===== config.mk =====
export PLATFORM = sky130hd
export DESIGN_NAME = bno085_report_parser_flat
export DESIGN_NICKNAME = d
export VERILOG_FILES = /design/src/rtl/bno085_report_if.sv /design/src/rtl/bno085_report_parser.sv /design/src/flat_wrapper.sv
export SDC_FILE = /design/constraint.sdc
export NUM_CORES = 1
export LEC_CHECK = 0
export ABC_CLOCK_PERIOD_IN_PS = 13700
export BUFFER_PORTS_ARGS = -buffer_cell sky130_fd_sc_hd__clkbuf_2
export CELL_PAD_IN_SITES_DETAIL_PLACEMENT = 0
export CELL_PAD_IN_SITES_GLOBAL_PLACEMENT = 2
export CORE_MARGIN = 8
export CORE_UTILIZATION = 32
export CTS_CLUSTER_DIAMETER = 40
export DETAILED_ROUTE_END_ITERATION = 8
export GPL_ROUTABILITY_DRIVEN = 0
export PLACE_DENSITY = 0.77
export REMOVE_ABC_BUFFERS = 1
export SKIP_CTS_REPAIR_TIMING = 1
export SYNTH_ARGS = -nofsm -noshare
export SYNTH_HDL_FRONTEND = slang
export SYNTH_SLANG_ARGS = --single-unit

===== constraint.sdc =====
create_clock -name clk -period 13.7 [get_ports clk]
set_clock_uncertainty 0.2 [all_clocks]
set_input_delay 2.055 -clock clk [delete_from_list [all_inputs] [get_ports clk]]
set_output_delay 2.055 -clock clk [all_outputs]
set_load 0.005 [all_outputs]

===== src/rtl/bno085_report_if.sv =====
// Byte-stream input and published-sample output bundle of the BNO085 report parser.
// The slave side is the parser. The master side is whoever feeds it bytes and reads the samples.
interface bno085_report_if;
  logic               rx_valid;
  logic [7:0]         rx_data;
  logic               rx_first;
  logic               hold;
  logic               quat_valid;
  logic signed [15:0] quat_w;
  logic signed [15:0] quat_x;
  logic signed [15:0] quat_y;
  logic signed [15:0] quat_z;
  logic               gyro_valid;
  logic signed [15:0] gyro_x;
  logic signed [15:0] gyro_y;
  logic signed [15:0] gyro_z;
  logic               quat_upd;
  logic               gyro_upd;

  modport master (
    output rx_valid, rx_data, rx_first, hold,
    input  quat_valid, quat_w, quat_x, quat_y, quat_z,
    input  gyro_valid, gyro_x, gyro_y, gyro_z, quat_upd, gyro_upd
  );

  modport slave (
    input  rx_valid, rx_data, rx_first, hold,
    output quat_valid, quat_w, quat_x, quat_y, quat_z,
    output gyro_valid, gyro_x, gyro_y, gyro_z, quat_upd, gyro_upd
  );
endinterface


===== src/rtl/bno085_report_parser.sv =====
// SHTP byte-stream parser that extracts BNO085 rotation-vector and calibrated-gyro reports.
// It holds the latest samples stable and defers publishing while hold is high.
module bno085_report_parser #(
  parameter logic [7:0] SENSOR_CHANNEL = 8'd3,
  parameter logic [7:0] QUAT_RID       = 8'h05,
  parameter logic [7:0] GYRO_RID       = 8'h02
) (
  input  logic            clk,
  input  logic            rst,
  bno085_report_if.slave  bus
);
  typedef enum logic [2:0] {
    S_IDLE, S_HDR, S_RID, S_TBASE, S_QBODY, S_GBODY, S_SKIP
  } state_t;

  state_t            state_q, state_d, body_exit;
  logic [14:0]       idx_q, idx_d, len_q, len_d;
  logic [15:0]       idx_inc;
  logic [7:0]        chan_q, chan_d;
  logic [3:0]        pos_q, pos_d, pos_m4;
  logic [1:0]        fsel;
  logic              q_commit, g_commit;
  // Field order: quat [0]=i [1]=j [2]=k [3]=real; gyro [0]=x [1]=y [2]=z
  logic [3:0][15:0]  qstg_q, qstg_d, qpend_q, qpend_d, qout_q, qout_d;
  logic [2:0][15:0]  gstg_q, gstg_d, gpend_q, gpend_d, gout_q, gout_d;
  logic              qpend_vld_q, qpend_vld_d, gpend_vld_q, gpend_vld_d;
  logic              quat_valid_q, quat_valid_d, gyro_valid_q, gyro_valid_d;
  logic              quat_upd_q, quat_upd_d, gyro_upd_q, gyro_upd_d;

  always_comb begin
    state_d  = state_q;
    idx_d    = idx_q;
    len_d    = len_q;
    chan_d   = chan_q;
    pos_d    = pos_q;
    qstg_d   = qstg_q;
    gstg_d   = gstg_q;
    q_commit = 1'b0;
    g_commit = 1'b0;
    idx_inc  = {1'b0, idx_q} + 16'd1;
    pos_m4   = pos_q - 4'd4;
    fsel     = pos_m4[2:1];
    body_exit = (idx_inc < {1'b0, len_q}) ? S_RID : S_SKIP;

    if (bus.rx_valid) begin
      if (bus.rx_first) begin
        state_d = S_HDR;
        idx_d   = 15'd1;
        len_d   = {7'd0, bus.rx_data};
        chan_d  = 8'd0;
        pos_d   = 4'd0;
      end else if (state_q != S_IDLE) begin
        if (idx_q != '1) idx_d = idx_inc[14:0];
        unique case (state_q)
          S_HDR: begin
            if (idx_q == 15'd1) len_d[14:8] = bus.rx_data[6:0];
            else if (idx_q == 15'd2) chan_d = bus.rx_data;
            else if (chan_q != SENSOR_CHANNEL || len_q <= 15'd4) state_d = S_SKIP;
            else state_d = S_RID;
          end
          S_SKIP: ;
          default: begin
            // Anything at or past len is outside the transfer: drop it and any report in flight
            if (idx_q >= len_q) begin
              state_d = S_SKIP;
            end else begin
              pos_d = pos_q + 4'd1;
              case (state_q)
                S_RID: begin
                  pos_d = 4'd1;
                  if (bus.rx_data == 8'hFB || bus.rx_data == 8'hFA) state_d = S_TBASE;
                  else if (bus.rx_data == QUAT_RID) state_d = S_QBODY;
                  else if (bus.rx_data == GYRO_RID) state_d = S_GBODY;
                  else state_d = S_SKIP;
                end
                S_TBASE: if (pos_q == 4'd4) state_d = body_exit;
                S_QBODY: begin
                  if (pos_q >= 4'd4 && pos_q <= 4'd11) begin
                    if (pos_q[0]) qstg_d[fsel][15:8] = bus.rx_data;
                    else          qstg_d[fsel][7:0]  = bus.rx_data;
                  end
                  if (pos_q == 4'd13) begin
                    q_commit = 1'b1;
                    state_d  = body_exit;
                  end
                end
                S_GBODY: begin
                  if (pos_q >= 4'd4 && pos_q <= 4'd9) begin
                    if (pos_q[0]) gstg_d[fsel][15:8] = bus.rx_data;
                    else          gstg_d[fsel][7:0]  = bus.rx_data;
                  end
                  if (pos_q == 4'd9) begin
                    g_commit = 1'b1;
                    state_d  = body_exit;
                  end
                end
                default: ;
              endcase
            end
          end
        endcase
      end
    end
  end

  // Publish: a fresh commit wins over older pending data when hold is low
  always_comb begin
    qpend_d      = qpend_q;
    qpend_vld_d  = qpend_vld_q;
    qout_d       = qout_q;
    quat_valid_d = quat_valid_q;
    quat_upd_d   = 1'b0;
    gpend_d      = gpend_q;
    gpend_vld_d  = gpend_vld_q;
    gout_d       = gout_q;
    gyro_valid_d = gyro_valid_q;
    gyro_upd_d   = 1'b0;

    if (!bus.hold) begin
      if (q_commit || qpend_vld_q) begin
        qout_d       = q_commit ? qstg_d : qpend_q;
        quat_upd_d   = 1'b1;
        quat_valid_d = 1'b1;
        qpend_vld_d  = 1'b0;
      end
      if (g_commit || gpend_vld_q) begin
        gout_d       = g_commit ? gstg_d : gpend_q;
        gyro_upd_d   = 1'b1;
        gyro_valid_d = 1'b1;
        gpend_vld_d  = 1'b0;
      end
    end else begin
      if (q_commit) begin
        qpend_d     = qstg_d;
        qpend_vld_d = 1'b1;
      end
      if (g_commit) begin
        gpend_d     = gstg_d;
        gpend_vld_d = 1'b1;
      end
    end
  end

  always_ff @(posedge clk or posedge rst) begin
    if (rst) begin
      state_q      <= S_IDLE;
      idx_q        <= '0;
      len_q        <= '0;
      chan_q       <= '0;
      pos_q        <= '0;
      qstg_q       <= '0;
      gstg_q       <= '0;
      qpend_q      <= '0;
      gpend_q      <= '0;
      qpend_vld_q  <= 1'b0;
      gpend_vld_q  <= 1'b0;
      qout_q       <= '0;
      gout_q       <= '0;
      quat_valid_q <= 1'b0;
      gyro_valid_q <= 1'b0;
      quat_upd_q   <= 1'b0;
      gyro_upd_q   <= 1'b0;
    end else begin
      state_q      <= state_d;
      idx_q        <= idx_d;
      len_q        <= len_d;
      chan_q       <= chan_d;
      pos_q        <= pos_d;
      qstg_q       <= qstg_d;
      gstg_q       <= gstg_d;
      qpend_q      <= qpend_d;
      gpend_q      <= gpend_d;
      qpend_vld_q  <= qpend_vld_d;
      gpend_vld_q  <= gpend_vld_d;
      qout_q       <= qout_d;
      gout_q       <= gout_d;
      quat_valid_q <= quat_valid_d;
      gyro_valid_q <= gyro_valid_d;
      quat_upd_q   <= quat_upd_d;
      gyro_upd_q   <= gyro_upd_d;
    end
  end

  assign bus.quat_x     = $signed(qout_q[0]);
  assign bus.quat_y     = $signed(qout_q[1]);
  assign bus.quat_z     = $signed(qout_q[2]);
  assign bus.quat_w     = $signed(qout_q[3]);
  assign bus.gyro_x     = $signed(gout_q[0]);
  assign bus.gyro_y     = $signed(gout_q[1]);
  assign bus.gyro_z     = $signed(gout_q[2]);
  assign bus.quat_valid = quat_valid_q;
  assign bus.gyro_valid = gyro_valid_q;
  assign bus.quat_upd   = quat_upd_q;
  assign bus.gyro_upd   = gyro_upd_q;
endmodule

===== src/flat_wrapper.sv =====
// flat-port wrapper written by rule: the top's interface ports become plain ports
module bno085_report_parser_flat 
#(
  parameter logic [7:0] SENSOR_CHANNEL = 8'd3,
  parameter logic [7:0] QUAT_RID       = 8'h05,
  parameter logic [7:0] GYRO_RID       = 8'h02
)
  (clk, rst, bus_rx_valid, bus_rx_data, bus_rx_first, bus_hold, bus_quat_valid, bus_quat_w, bus_quat_x, bus_quat_y, bus_quat_z, bus_gyro_valid, bus_gyro_x, bus_gyro_y, bus_gyro_z, bus_quat_upd, bus_gyro_upd);
  bno085_report_if bus_i ();
  input  logic clk;
  input  logic rst;
  input wire logic [$bits(bus_i.rx_valid)-1:0] bus_rx_valid;
  input wire logic [$bits(bus_i.rx_data)-1:0] bus_rx_data;
  input wire logic [$bits(bus_i.rx_first)-1:0] bus_rx_first;
  input wire logic [$bits(bus_i.hold)-1:0] bus_hold;
  output wire logic [$bits(bus_i.quat_valid)-1:0] bus_quat_valid;
  output wire logic [$bits(bus_i.quat_w)-1:0] bus_quat_w;
  output wire logic [$bits(bus_i.quat_x)-1:0] bus_quat_x;
  output wire logic [$bits(bus_i.quat_y)-1:0] bus_quat_y;
  output wire logic [$bits(bus_i.quat_z)-1:0] bus_quat_z;
  output wire logic [$bits(bus_i.gyro_valid)-1:0] bus_gyro_valid;
  output wire logic [$bits(bus_i.gyro_x)-1:0] bus_gyro_x;
  output wire logic [$bits(bus_i.gyro_y)-1:0] bus_gyro_y;
  output wire logic [$bits(bus_i.gyro_z)-1:0] bus_gyro_z;
  output wire logic [$bits(bus_i.quat_upd)-1:0] bus_quat_upd;
  output wire logic [$bits(bus_i.gyro_upd)-1:0] bus_gyro_upd;
  assign bus_i.rx_valid = bus_rx_valid;
  assign bus_i.rx_data = bus_rx_data;
  assign bus_i.rx_first = bus_rx_first;
  assign bus_i.hold = bus_hold;
  assign bus_quat_valid = bus_i.quat_valid;
  assign bus_quat_w = bus_i.quat_w;
  assign bus_quat_x = bus_i.quat_x;
  assign bus_quat_y = bus_i.quat_y;
  assign bus_quat_z = bus_i.quat_z;
  assign bus_gyro_valid = bus_i.gyro_valid;
  assign bus_gyro_x = bus_i.gyro_x;
  assign bus_gyro_y = bus_i.gyro_y;
  assign bus_gyro_z = bus_i.gyro_z;
  assign bus_quat_upd = bus_i.quat_upd;
  assign bus_gyro_upd = bus_i.gyro_upd;
  bno085_report_parser #(.SENSOR_CHANNEL(SENSOR_CHANNEL), .QUAT_RID(QUAT_RID), .GYRO_RID(GYRO_RID)) u_core (.clk(clk), .rst(rst), .bus(bus_i));
endmodule

# Word-level counts from Yosys, hierarchy flattened
# Index checks and enable logic that the tools add are counted.
# Widths: inputs -> output; s select.
[totals]
ff_bits = 387
input_bits = 13
out_inout_bits = 116
elab_cells = 182
[op_classes]
add_sub_neg = 3
magnitude_cmp = 8
eq_ne = 28
mux = 82
bitwise = 1
reduce_logical = 27
[ops]
columns = ["op", "count"]
rows = [
  ["$mux 64", 9],
  ["$mux 48", 9],
  ["$bwmux 64", 2],
  ["$bwmux 48", 2],
  ["$demux 16 s2", 2],
  ["$mux 8", 6],
  ["$mux 15", 3],
  ["$mux 3", 12],
  ["$mux 7", 4],
  ["$mux 1", 24],
  ["$mux 4", 5],
  ["$add 15x1->16 const B", 1],
  ["$eq 8x8->1 const B", 2],
  ["$lt 16x15->1", 1],
  ["$mux 16", 1],
  ["$eq 15x1->1 const B", 1],
  ["$eq 15x2->1 const B", 1],
  ["$ge 15x15->1", 1],
  ["$le 15x3->1 const B", 1],
  ["$ne 15x15->1 const B", 1],
  ["$reduce_bool 2->1", 7],
  ["$pmux 3 s4", 1],
  ["$ne 5x2->1 const B", 2],
  ["$reduce_and 2->1", 5],
  ["30 further kinds", 46],
]

# Depth between registers and ports, before layout
# Gate-level depths: netlist (run 1).
[depth]
word_depth = 15
ltp_mapped = 12

# Worst setup path before layout (run 1)
# No wires, ideal clock.
[synth_timing]
path_type = "input to register"
from = "input bus_rx_first"
to = "register u_core.qpend_q[32] (netlist name)"
setup_ps = 125
arrival_ps = 3980
setup_slack_ps = 9395
path_stages = 7
path_cell_list = "clkbuf_1 and4bb_2 and3_1 nand3_1 a2111oi_4 mux2_2 mux2_2"
[synth_lines]
columns = ["element", "line_no", "rtl"]
rows = [
  ["start: declaration", "flat_wrapper.sv:14", "input wire logic [$bits(bus_i.rx_first)-1:0] bus_rx_first;"],
  ["end signal: assignment", "bno085_report_parser.sv:171", "qpend_q <= qpend_d;"],
  ["end: declaration", "bno085_report_parser.sv:24", "logic [3:0][15:0] qstg_q, qstg_d, qpend_q, qpend_d, qout_q, qout_d;"],
]

# Worst setup path in the final report (run 1)
[layout_timing]
from = "input bus_rx_first"
to = "register u_core.gout_q, in the netlist u_core.bus.gyro_y[15]"
[layout_between]
elab_chain_len = 4
[layout_lines]
columns = ["element", "line_no", "rtl"]
rows = [
  ["$mux 1", "bno085_report_parser.sv:46", "if (bus.rx_first) begin"],
  ["$mux 1", "bno085_report_parser.sv:45", "if (bus.rx_valid) begin"],
  ["$logic_or 1x1->1", "bno085_report_parser.sv:126", "if (g_commit || gpend_vld_q) begin"],
  ["$reduce_and 2->1 (no source line)", "--", ""],
  ["end signal: assignment", "bno085_report_parser.sv:176", "gout_q <= gout_d;"],
  ["end: declaration", "bno085_report_parser.sv:25", "logic [2:0][15:0] gstg_q, gstg_d, gpend_q, gpend_d, gout_q, gout_d;"],
]
# Parallel ways exist; a longest one is shown, timed or not.
# A chain may end at the register's enable or synchronous reset.

==> results of run 1 <==
## power groups by stage
stage / clock network [mW] / logic (mW) / registers, mW
2_1_floorplan: 0 / 0.180 / 1.22
5_1_grt: 1.60 / 0.281 / 1.22
6_report: 1.51 / 0.246 / 1.22
3_5_place_dp: 0 / 0.250 / 1.24
4_1_cts: 1.54 / 0.252 / 1.22
3_3_place_gp: 0 / 0.244 / 1.23
## cells by family after synthesis
logic type                 synth area share
xor gates and xnor gates            0.00666
DFF                                   0.567
AOI/OAI and AO/OA                     0.130
and+or+nand+nor                       0.122
muxes                                0.0930
buffers and inverters                0.0524
adders and majority gates            0.0285
## flip-flops by register name, indices dropped and copies added, names as in the netlist, 8 cells and up
| signal | cells |
|---|---|
| u_core.bus.gyro_x | 16 |
| u_core.bus.gyro_y | 16 |
| u_core.bus.gyro_z | 16 |
| u_core.bus.quat_w | 16 |
| u_core.bus.quat_x | 16 |
| u_core.bus.quat_y | 16 |
| u_core.bus.quat_z | 16 |
| u_core.chan_q | 8 |
| u_core.gpend_q | 48 |
| u_core.gstg_q | 48 |
| u_core.idx_q | 15 |
| u_core.len_q | 15 |
| u_core.qpend_q | 64 |
| u_core.qstg_q | 64 |
## worst register-to-register path, cell delays in order (launching register included)
cell and delay (ns):
dfrtp_1 0.55, ha_1 0.32, a21oi_1 0.14, o21ai_0 0.15
and2_0 0.32, a2111o_2 0.95, a21o_2 0.39, inv_2 0.77
nand3_1 0.18, o211ai_1 0.15
## path summary, 6_finish.rpt
check	to	slack (ns)	cells past startpoint
min in group asynchronous	u_core.gstg_q[18]	1.42	2
worst max register to register	u_core.bus.gyro_y[15]	9.48	9
worst min register to register	u_core.bus.gyro_valid	0.27	1
worst min-delay path	u_core.bus.gyro_valid	0.27	1
worst max-delay path	u_core.bus.gyro_y[15]	8.53	8
max in group asynchronous	u_core.idx_q[10]	10.32	3
## per-stage QoR
| step | util | std cells | setup slack (ns) | power [mW] |
|---|---|---|---|---|
| 3_3_place_gp | 0.349 | 2329 | 7.98 | 1.48 |
| 3_5_place_dp | 0.349 | 2329 | 7.90 | 1.49 |
| 2_1_floorplan | - | 1495 | 0.689 | 1.40 |
| 4_1_cts | 0.387 | 2436 | 8.53 | 3.01 |
| 6_report | 0.387 | 2436 | 8.53 | 2.97 |
| 5_1_grt | 0.387 | 2436 | 8.28 | 3.10 |
## final cells by class
| type | count | area share |
|---|---|---|
| well taps | 688 | 0.0423 |
| repair buffers | 146 | 0.0381 |
| flip-flops and latches | 387 | 0.475 |
| clock buffers | 78 | 0.0798 |
| inverters | 130 | 0.0243 |
| multi-input cells | 978 | 0.321 |
| clock inverters | 29 | 0.0187 |
## placed cells by master (no fill, tap or decap), drive strengths merged, types with 6 or more instances in the layout
master	n
mux2	55
nand2	239
xnor2	6
nor2b	12
nand4	8
nor3	15
nand3	77
nand2b	14
nor2	36
o211ai	68
a32oi	16
a31oi	6
bufinv	6
clkbuf	206
dfrtp	387
o21ai	177
o221ai	15
nor4	9
inv	137
a21o	10
buf	18
mux2i	97
a21oi	24
clkinv	12
ha	39
xor2	7
## layer usage
metal / part of all wire / global-route usage / vias to the layer above
met5: 0 / 0 / -
met4: 0.020 / 0.0391 / 0
met3: 0.049 / 0.0337 / 65
met2: 0.47 / 0.237 / 236
met1: 0.46 / 0.207 / 6073
li1: - / - / 5735
==> run metrics, run 1 <==
max-cap viol count=0; ANT cells=0; final setup vio count=0; Pint=2.22 mW; Worst slew margin=0.252; via count of the first global-routing pass=approximately 12,000; synthesized area=roughly 17,000 µm²; Clock transition at path regs=about 0.05 ns; synthesized instance count=1,595; most numerous cell in the Yosys netlist=dfrtp_1; Synth cell types=62; ys async rst share=1.00; worst min path class=reg -> reg; status=finished clean; CTS buffer count=between 50 and 60; detailed-route vias per instance=4.97; CTS max path bufs=3; CTS Sinks=~390; Die Wd=about 250 µm; Period minus WS final=5.17 ns; Tcrit/Tclk final=0.377; die area=about 61,000 µm²; CTS tree=built; initial antenna violation count=0; CP Class=in -> reg; kind of cell with the highest combined delay on the critical path=compound AO/OA/AOI/OAI gates; Sw Pwr=approximately 750 µW; share of the synthesized area in the top cell type=0.567; area grow syn2layout=19.2%; crit path max-delay cell type=a2111o_2; share of post-route cells with drive strength above 1=0.196; Multi-input gate area=around 6500 µm²; Net Sw Frac=0.254; first-pass GRT wire length=~73 mm; worst path cell trace=clkbuf_2 -> and4bb_2 -> nand4_1 -> a2111o_2 -> a21o_2 -> inv_2 -> nand3_1 -> o211ai_1; biggest cell delay along the critical path=0.83 ns; Logic pwr share=0.083; final wirelength=~46 mm; Placeable Area=between 50,000 and 60,000 µm²; largest net degree at the start of global routing=around 120; Hold Crit Start=u_core.bus.gyro_valid; Setup crit start=bus_rx_first; Final ANT Viol Nets=0; Required @ worst endpoint=roughly 14 ns; io pins=~130; Startpoint Class=input port; Buf+Inv Stages, Crit Path=2; First-pass DRT Iterations=5; Sequential Area=roughly 9700 µm²; Top FF cell, synth=dfrtp_1; clk_lat worst skew=around 0.6 ns; worst hold slack=0.269 ns; fillers=around 5,100; Clock power frac=0.508; CTS root buffer=clkbuf_16; via count=12,100; sequential area share after synthesis=0.567; RSZ-0062 raised after global routing=false; Iteration-0 DRC Markers=891; Critical Path AT=5.46 ns; Flop pwr share=0.409; row count=84; height of the die=~250 µm; PortBufs=128; global route total overflow=0; Synth area leader=dfrtp_1; top cells by area in the synthesized netlist=dfrtp_1 (57%), mux2i_1 (5.7%), nand2_1 (5.2%); Leak=9.99 nW; Reg-to-Reg Start=u_core.idx_q[8]; Post-Syn Area per Cell=roughly 11 µm²; power density over cell area=146 nW/µm²; post-DP HPWL=around 28 mm; Final Max Slew Viols=0; Initial Utilization=0.325; Post-synth top cells=dfrtp_1 (387), nand2_1 (239), inv_1 (127), o21ai_0 (118), mux2i_1 (97); # DRC=0; IR drop worst, VDD=99.7 µV; FMAX=slightly below 0.2 GHz; placed instance area=18,400 µm²; CP max FO=between 50 and 60; Yosys Warn Count=0; Yosys reg bits=between 300 and 400; final instance area=a little over 20,000 µm²; worst-margin pin slew=around 1.1 ns; setup tns final=0 ns; GRT Total Usage=0.151; Wirelength per Cell=between 15 and 20 µm; CTS HTree Levels=2; # nets final=roughly 1,800; Fin. Hold Viols=0; number of synthesized flops with an enable pin=0; element type at the critical path end=flip-flop
No activity file was read; power rests on OpenSTA's default activity.
==> inputs of run 2 (changes only) <==
Settings changed: ABC_CLOCK_PERIOD_IN_PS 13700 to 5120, PLACE_DENSITY 0.77 to 0.74.
Clock period 13.7 ns to 5.12 ns, I/O delays scaled along.
==> run metrics, run 2 (synthesis results as in run 1) <==
element type at the critical path end=flip-flop; CTS HTree Levels=2 (unchanged); CP max FO=7 (-86%); Die Wd=247 µm (unchanged); CTS Sinks=387 (unchanged); first-pass GRT wire length=74.1 mm (+1.2%); fillers=5,147 (+0.31%); worst hold slack=0.0325 ns (-0.237 ns); overall power=8.05 mW (+170%); height of the die=247 µm (unchanged); post-DP HPWL=28.4 mm (+3.2%); max-cap viol count=0 (unchanged); CTS max path bufs=3 (unchanged); CTS buffer count=59 (+1.7%); Startpoint Class=flip-flop; worst-margin pin slew=1.03 ns (-0.0885 ns); die area=61,100 µm² (unchanged); IR drop worst, VDD=285 µV (+190%); dpl ws=1.39 ns (-6.50 ns); Leak=10.1 nW (+0.84%); Worst slew margin=0.310 (+0.0582); leading registers by flop count=u_core.qpend_q x64, u_core.qstg_q x64; Tcrit/Tclk final=0.730; # DRC=0 (unchanged); placed instance area=18,500 µm² (+0.50%); highest-count cells in the layout ignoring fill and taps=dfrtp_1 (387), nand2_1 (238), clkbuf_2 (128), inv_1 (126), o21ai_0 (117); Critical Path AT=4.03 ns (-1.43 ns); global route total overflow=0 (unchanged); Clock transition at path regs=0.06 ns (about the same); status=finished clean; final worst slack=1.38 ns (-7.15 ns); initial antenna violation count=1 (+1); Period minus WS final=around 3.7 ns; largest net degree at the start of global routing=111 (-5.1%); final setup vio count=0 (unchanged); First-pass DRT Iterations=8 (+3); io pins=129 (unchanged); GRT Total Usage=0.154 (+0.00294); final instance area=20,500 µm² (+0.71%); Placeable Area=52,700 µm² (unchanged); reg2reg path depth=13 (+4); CTS root buffer=clkbuf_16; row count=84 (unchanged); Final ANT Viol Nets=0 (unchanged); Required @ worst endpoint=5.41 ns (-8.58 ns); via count of the first global-routing pass=12,500 (+0.37%); Sw Pwr=2.10 mW (+180%); Flop pwr share=0.403 (-0.006); Net Sw Frac=0.261 (+0.00665); Final Max Slew Viols=0 (unchanged); # nets final=1,759 (+0.34%); PortBufs=128 (unchanged); Clock power frac=0.513 (+0.005); post-layout util=0.390 (+0.00273); Initial Utilization=0.325 (unchanged); RSZ-0062 raised after global routing=false; Pint=5.95 mW (+170%); Logic pwr share=0.083 (about the same); share of post-route cells with drive strength above 1=0.203 (+0.00685); CTS tree=built; power density over cell area=393 nW/µm² (+170%); FMAX=around 0.27 GHz; final wirelength=46.9 mm (+2.4%); via count=12,100 (-0.35%); Wirelength per Cell=19.2 µm (+2.0%); ANT cells=0 (unchanged); Fin. Hold Viols=0 (unchanged); worst min path class=in -> async; area grow syn2layout=20.0%; clk_lat worst skew=0.63 ns (+0.02 ns); detailed-route vias per instance=4.93 (-0.75%); Iteration-0 DRC Markers=710 (-20%); CP Class=reg -> reg; commonest non-fill, non-tap cell in the layout=dfrtp_1
-- run 2: cell count changes in the layout (fill, tap and decap cells not counted), sizes merged --
| cell | change |
|---|---|
| buf | +5 |
| inv | +7 |
| clkinv | +2 |
| clkbuf | -5 |
| clkinvlp | +1 |
-- run 2: power by group through the flow --
stage          clock network (mW)  registers, mW  logic, mW
6_report                     4.14           3.25      0.670
3_5_place_dp                    0           3.30      0.680
2_1_floorplan                   0           3.27      0.480
4_1_cts                      4.23           3.25      0.684
5_1_grt                      4.37           3.26      0.757
3_3_place_gp                    0           3.30      0.670
-- run 2: layout make-up --
cell class / count / area [µm²] / area share
Clock buffer: 73 / 1610 / 0.0784
Inverter: 130 / 495 / 0.0242
Clock inverter: 39 / 449 / 0.0219
Multi-Input combinational cell: 978 / 6540 / 0.319
Sequential cell: 387 / 9680 / 0.472
Timing Repair Buffer: 151 / 876 / 0.0427
Tap cell: 688 / 861 / 0.0420
-- run 2: metrics by stage --
step,cells,TNS (ns)
after floorplan,1495,-2573.51
after global placement,2334,0
after detailed placement,2334,0
after CTS,2446,0
after global routing,2446,0
final,2446,0
-- run 2: path summary, 6_finish.rpt --
path / slack, ns / endpoint / startpoint
setup / recovery: 1.38 / u_core.state_q[2] / u_core.idx_q[0]
hold / removal: 0.03 / u_core.qpend_q[59] / rst
hold reg to reg: 0.27 / u_core.bus.gyro_valid / u_core.bus.gyro_valid
max in group asynchronous: 3.49 / u_core.gstg_q[10] / rst
setup reg to reg: 1.38 / u_core.state_q[2] / u_core.idx_q[0]
min in group clk: 0.27 / u_core.bus.gyro_valid / u_core.bus.gyro_valid
-- run 2: routing by layer --
layer / track usage / up-vias / wire [µm]
met3: 0.0322 / 74 / 2090
met1: 0.207 / 6022 / 21800
met5: 0 / - / 13
met2: 0.249 / 214 / 22000
li1: - / 5755 / -
met4: 0.0402 / 2 / 1020
-- run 2: critical path, stage by stage, from the launching register on --
cell	delay [ns]
dfrtp_1	0.44
ha_1	0.29
nand2_1	0.10
nor3_1	0.20
buf_4	0.17
and3_1	0.24
and3_1	0.21
xor2_1	0.17
ha_1	0.26
a221oi_1	0.35
or3b_2	0.48
a31oi_1	0.16
o21ai_0	0.10
a32o_1	0.25
